### src/rtl/digit_counter_bank.sv
// digit_counter_bank: DIGITS independent 4-bit digit counters, each stepped by
// a synchronised and debounced switch input. Hex/BCD, up/down, synchronous
// clear, and a registered change strobe.
module digit_counter_bank #(
    parameter int unsigned DIGITS     = 4,
    parameter int unsigned DEB_CYCLES = 16,
    parameter logic [4*DIGITS-1:0] INIT = (4*DIGITS)'(16'h5703)
) (
    input  logic                  clk,
    input  logic                  rst,
    input  logic [DIGITS-1:0]     sw,
    input  logic                  dir,
    input  logic                  bcd,
    input  logic                  clr,
    output logic [4*DIGITS-1:0]   num,
    output logic                  changed
);

    localparam int unsigned NW = 4 * DIGITS;
    localparam int unsigned CW = (DEB_CYCLES > 2) ? $clog2(DEB_CYCLES) : 1;
    localparam logic [CW-1:0] CNT_LAST = CW'(DEB_CYCLES - 1);

    logic [DIGITS-1:0] step;
    logic [NW-1:0]     num_next;
    logic              any_step;
    logic              upd;

    // Next value of one digit for a single step in the selected mode.
    function automatic logic [3:0] step_digit(input logic [3:0] d,
                                              input logic       down,
                                              input logic       dec);
        logic [3:0] r;
        if (dec) begin
            if (d > 4'd9)
                r = down ? 4'd9 : 4'd0;
            else if (down)
                r = (d == 4'd0) ? 4'd9 : d - 4'd1;
            else
                r = (d == 4'd9) ? 4'd0 : d + 4'd1;
        end else begin
            r = down ? d - 4'd1 : d + 4'd1;
        end
        return r;
    endfunction

    genvar g;
    generate
        for (g = 0; g < DIGITS; g++) begin : g_chan
            logic          s1;
            logic          s2;
            logic          st;
            logic          st_prev;
            logic          step_q;
            logic [CW-1:0] cnt;

            // Synchronise, debounce, and register a pulse on each accepted rising level.
            always_ff @(posedge clk or posedge rst) begin
                if (rst) begin
                    s1      <= 1'b0;
                    s2      <= 1'b0;
                    st      <= 1'b0;
                    st_prev <= 1'b0;
                    step_q  <= 1'b0;
                    cnt     <= '0;
                end else begin
                    s1      <= sw[g];
                    s2      <= s1;
                    st_prev <= st;
                    step_q  <= st & ~st_prev;
                    if (s2 == st) begin
                        cnt <= '0;
                    end else if (cnt == CNT_LAST) begin
                        st  <= s2;
                        cnt <= '0;
                    end else begin
                        cnt <= cnt + CW'(1);
                    end
                end
            end

            assign step[g] = step_q;
        end
    endgenerate

    // Apply every pending step to its own digit; no carries between digits.
    always_comb begin
        num_next = num;
        any_step = 1'b0;
        for (int i = 0; i < int'(DIGITS); i++) begin
            if (step[i]) begin
                num_next[4*i +: 4] = step_digit(num[4*i +: 4], dir, bcd);
                any_step = 1'b1;
            end
        end
    end

    // Digit register; clear wins over steps and suppresses the change strobe.
    always_ff @(posedge clk or posedge rst) begin
        if (rst) begin
            num     <= INIT;
            upd     <= 1'b0;
            changed <= 1'b0;
        end else begin
            changed <= upd;
            if (clr) begin
                num <= INIT;
                upd <= 1'b0;
            end else begin
                num <= num_next;
                upd <= any_step;
            end
        end
    end

endmodule

### config.mk
export PLATFORM = sky130hd
export DESIGN_NAME = digit_counter_bank
export DESIGN_NICKNAME = d
export VERILOG_FILES = /design/src/rtl/digit_counter_bank.sv
export SDC_FILE = /design/constraint.sdc
export NUM_CORES = 1
export LEC_CHECK = 0
export CORE_MARGIN = 5
export CORE_UTILIZATION = 40
export CTS_BUF_LIST = sky130_fd_sc_hd__clkbuf_8
export CTS_CLUSTER_SIZE = 24
export DETAILED_ROUTE_END_ITERATION = 7
export SLEW_MARGIN = 15
export SYNTH_ARGS = -nofsm -noshare
export SYNTH_HDL_FRONTEND = slang
export SYNTH_SLANG_ARGS = --single-unit
### constraint.sdc
create_clock -name clk -period 2.2 [get_ports clk]
set_input_delay 0.22 -clock clk [delete_from_list [all_inputs] [get_ports clk]]
set_output_delay 0.22 -clock clk [all_outputs]
set_load 0.005 [all_outputs]
* Yosys cells after proc, flatten, opt, wreduce, memory -nomap -nowiden
Cells that the tools add are included.
Cells by class: equal/unequal tests 12, multipliers 0, shifts and indexed selects 0, mux-type cells 43, order comparisons 4, reductions and logical operators 12, divide/modulo/power cells 0, bitwise operators 12, add/subtract/negate cells 12
Operators with widths (count):
- 2-to-1 mux 4 bit | 37
- adder 4 x 1 -> 4 bit, second input constant | 8
- == test 4 bit, second input constant | 8
- greater-than comparator 4 bit, second input constant | 4
- zero test 4 bit | 4
- 2-to-1 mux 16 bit | 1
- subtractor 4 x 1 -> 4 bit, second input constant | 4
- NOT 1 bit | 8
- AND reduction 2 bit | 4
- nonzero test 2 bit | 4
- 2-to-1 mux 1 bit | 5
- bitwise AND 1 bit | 4
- == test 1 bit | 4
Word-level totals: memory bits (read-only) 0, bits in latches 0, register bits 54, logic and storage cells 125, memory bits (writable) 0, memories 0, output and inout bits 17

* Depth between registers and ports, before layout
word-level depth 7, depth in mapped cells 6, mapped depth without buffers 6

* Least setup slack after synthesis
OpenSTA, ideal clock, no wires.
kind reg2reg, start point register num[12], end point register num[13], required time 2.113 ns, slack 0.426 ns, cell stages (with the launch flop) 7, arrival time 1.687 ns, buffers on the path 0, path through dfstp_2 inv_1 ha_1 and4bb_2 a31oi_1 a31oi_1 a211oi_2
Between the ends: cells in the longest elaborated chain, start to end 7
Ends and longest elaborated chain:
- from (decl) | RTL line 15 | output logic [4*DIGITS-1:0] num,
- from (signal assigned) | RTL line 109 | num <= num_next;
- adder 4 x 1 -> 4 bit, or another cell as far along | RTL line 39, 41
- 2-to-1 mux 4 bit (on tied branches) | RTL line 39, 37
- 2-to-1 mux 4 bit | RTL line 36 | else if (down)
- 2-to-1 mux 4 bit | RTL line 34 | if (d > 4'd9)
- 2-to-1 mux 4 bit (*) | RTL line 33 | if (dec) begin
- 2-to-1 mux 4 bit (*) | RTL line 90 | if (step[i]) begin
- 2-to-1 mux 16 bit (*) | RTL line 105 | if (clr) begin
Every way passes the cells marked *; elsewhere a longest branch is shown, timed or not. The select of a mux whose other input is x is not followed. A chain may end at the register's enable or synchronous reset.

* Worst setup path in the final report
Ends and elaborated chain as after synthesis.

==> run summary <==
Status = finished, final reports clean
Post-detailed-route DRC marker count = 0
Die Ht = 95.3 um
Hold Path Class = in2async
Layout cells sized above 1 = 10.3%
Clock Tree Root = clkbuf_8
R2r setup slk = 0.25 ns
Global-route wire length before repair = 9.27 mm
Worst Setup Slack post-DPL = 0.270 ns
Gpl congestion = 0.835
Initial antenna violation count = 0
PD cells = 544 nW/um^2
Setup Total Neg Slack = 0 ns
Pleak = 1.40 nW
Layout Skew = 0.0115 ns
CTS Buf Count = 5
Final Max Tran Viols = 0
Post-CTS setup buffer count = 0
Worst setup path class = reg2reg
Register area = 1360 sq um
Max Root-Sink Buffers = 2
Worst Setup End Kind = register
Post-Layout Inst Area = 3340 sq um
Core area = 7180 sq um
Placed cell count = 391
EDFF count, synth = 0
Top cell type's share of synthesized area = 40.4%
CP max FO = 8
Avg Vias per Cell = 5.35
DP HPWL = 3.84 mm
Total GRT Usage = 12.7%
Fin cells = 399
Placement Rows = 31
Total wire length = 5.41 mm
Area grow syn2layout = 14.8%
RSZ-0062 raised after global routing = false
Final setup margin = 0.250 ns
Clk sink count = 54
Yosys reg bits = 54
Period minus WS final = 1.95 ns
Syn. warnings = 0
PostCTS Resize Cnt = 0
Vias = 2,133
VDD IR max = 0.000271 V
I/O pins = 26
Top FF cell, synth = dfrtp_1
Largest net degree at the start of global routing = 33
Fmax = 513 MHz
Finish-stage setup viols = 0
Die area = 9080 sq um
CTS tree = done
Required time of the critical path = 2.42 ns
Slew margin rel. = 66.8%
Area occupied by multi-input gates = 1370 sq um
Clock Latency Late Sink = 0.31 ns
WL per Instance = 13.6 um
Netlist cell types = 56
Register area share after synthesis = 46.8%
Placed cell areas = 3230 sq um
DRT Pass-1 Iters = 4
Port bufs = 25
Critical path arrival = 2.17 ns
Asr flop ratio synth = 100%
Number of diodes = 0
Initial Utilization = 40.5%
Post-route total power = 1.82 mW
Hold buffer count at CTS = 0
Post-DRT Antenna Nets = 0
Reg2reg start = num[12]
Global route total overflow = 0
Vias in the first global route = 2,026
R2R depth = 6
Final worst path period share = 88.6%
Final number of hold-violating endpoints = 0
FILL cells = 660
H-tree levels = 2
Cell Area, Synth = 2910 sq um
CP Launch Type = register
Max Cap Viol = 0
Area contributors post-synth = dfrtp_1 (40%), ha_1 (6.9%), dfstp_2 (6.3%), inv_1 (2.7%), xnor2_1 (2.7%)
Slew @ Worst Pin = 0.498 ns
Mean Syn Cell Area = 10.5 sq um
Synth area leader = dfrtp_1
Mapped Nets = 302
Layout Nets = 324
Starting DRT DRC Count = 79
Post-synthesis cell count = 277
Die Span X = 95.3 um
Clock transition at path regs = 0.09 ns
RR Endpoint = num[13]
==> synth_stat cells, types with 4 or more instances <==
| library cell | instances |
|---|---|
| o21ai_0 | 10 |
| a31oi_1 | 7 |
| a21oi_1 | 14 |
| nand4b_1 | 5 |
| a211o_1 | 4 |
| mux2i_1 | 5 |
| nor2_1 | 16 |
| inv_1 | 21 |
| o21bai_1 | 4 |
| mux2_2 | 4 |
| nand2_1 | 9 |
| buf_4 | 6 |
| dfrtp_1 | 47 |
| xnor2_1 | 9 |
| nor3_1 | 6 |
| nor3b_1 | 8 |
| ha_1 | 16 |
| nand3_1 | 9 |
| nor2b_1 | 10 |
| clkbuf_1 | 4 |
| dfstp_2 | 7 |
==> critical path, cell delays in order (launching register included) <==
cell      delay, ns
dfstp_2        0.62
inv_1          0.09
ha_1           0.25
and4bb_2       0.24
a31oi_1        0.28
a31oi_1        0.15
a211oi_2       0.23
==> final cells by class <==
cell class	count	share of cell area, %
Tap cell	99	3.71
Sequential cell	54	40.7
Clock inverter	3	1.20
Timing Repair Buffer	30	9.00
Multi-Input combinational cell	187	40.9
Clock buffer	5	2.06
Inverter	21	2.36
==> through the flow <==
step | utilization, % | hold slack (ns)
after floorplan | - | 0.251
after global placement | 45.0 | 0.332
after detailed placement | 45.0 | 0.335
after CTS | 46.5 | 0.265
after global routing | 46.5 | 0.280
final | 46.5 | 0.253
==> kinds of logic (layout without fill, tap and decap cells) <==
logic type | Yosys count | after routing | share of synthesized area [%]
AOI/OAI and AO/OA | 71 | 71 | 17.2
muxes | 9 | 9 | 3.27
xor gates and xnor gates | 11 | 11 | 3.31
and+or+nand+nor | 80 | 80 | 16.3
buffers and inverters | 36 | 59 | 6.28
DFF | 54 | 54 | 46.8
adders and majority gates | 16 | 16 | 6.88
==> sequential cells by signal, indices dropped and copies added, names as in the netlist <==
register        flops
g_chan.s1           4
upd                 1
g_chan.st           4
changed             1
num                16
g_chan.cnt         16
g_chan.step_q       4
g_chan.st_prev      4
g_chan.s2           4
==> how the worst max path moves through the flow <==
stage	from	end	slack, ns
after floorplan	num[12]	num[13]	0.43
after global placement	bcd	num[3]	0.31
after detailed placement	num[12]	num[13]	0.27
after global routing	num[12]	num[13]	0.14
final	num[12]	num[13]	0.25
after CTS	num[12]	num[13]	0.24
==> layer usage <==
layer	global-route usage, %	wire [um]	vias to the layer above
met5	0	0	-
met4	4.45	73	0
met3	2.76	192	9
met2	20.9	2570	30
met1	16.5	2570	1049
li1	-	-	1045
==> layout by cell type (no fill, tap or decap), types with 3 or more instances in the layout <==
master            n
mux2i_1           5
o21ai_0          10
inv_1            20
clkdlybuf4s50_1  25
buf_4             4
o311ai_0          3
a211oi_1          3
ha_1             16
nor3_1            6
xnor2_1           9
a31oi_1           7
a21oi_1          14
nand3_1           9
mux2_2            4
nor3b_1           8
o22ai_1           3
clkbuf_8          5
dfrtp_1          47
a211o_1           4
nor2b_1          10
o21bai_1          4
dfstp_2           7
nor2_1           16
nand4b_1          5
nand2_1           9
==> power breakdown <==
part	internal, mW	total (mW)	switching (mW)
combinational	0.0543	0.123	0.0691
clock	0.335	0.653	0.317
sequential	1.02	1.04	0.0215
Note: power is estimated with default switching activity, not from simulation.
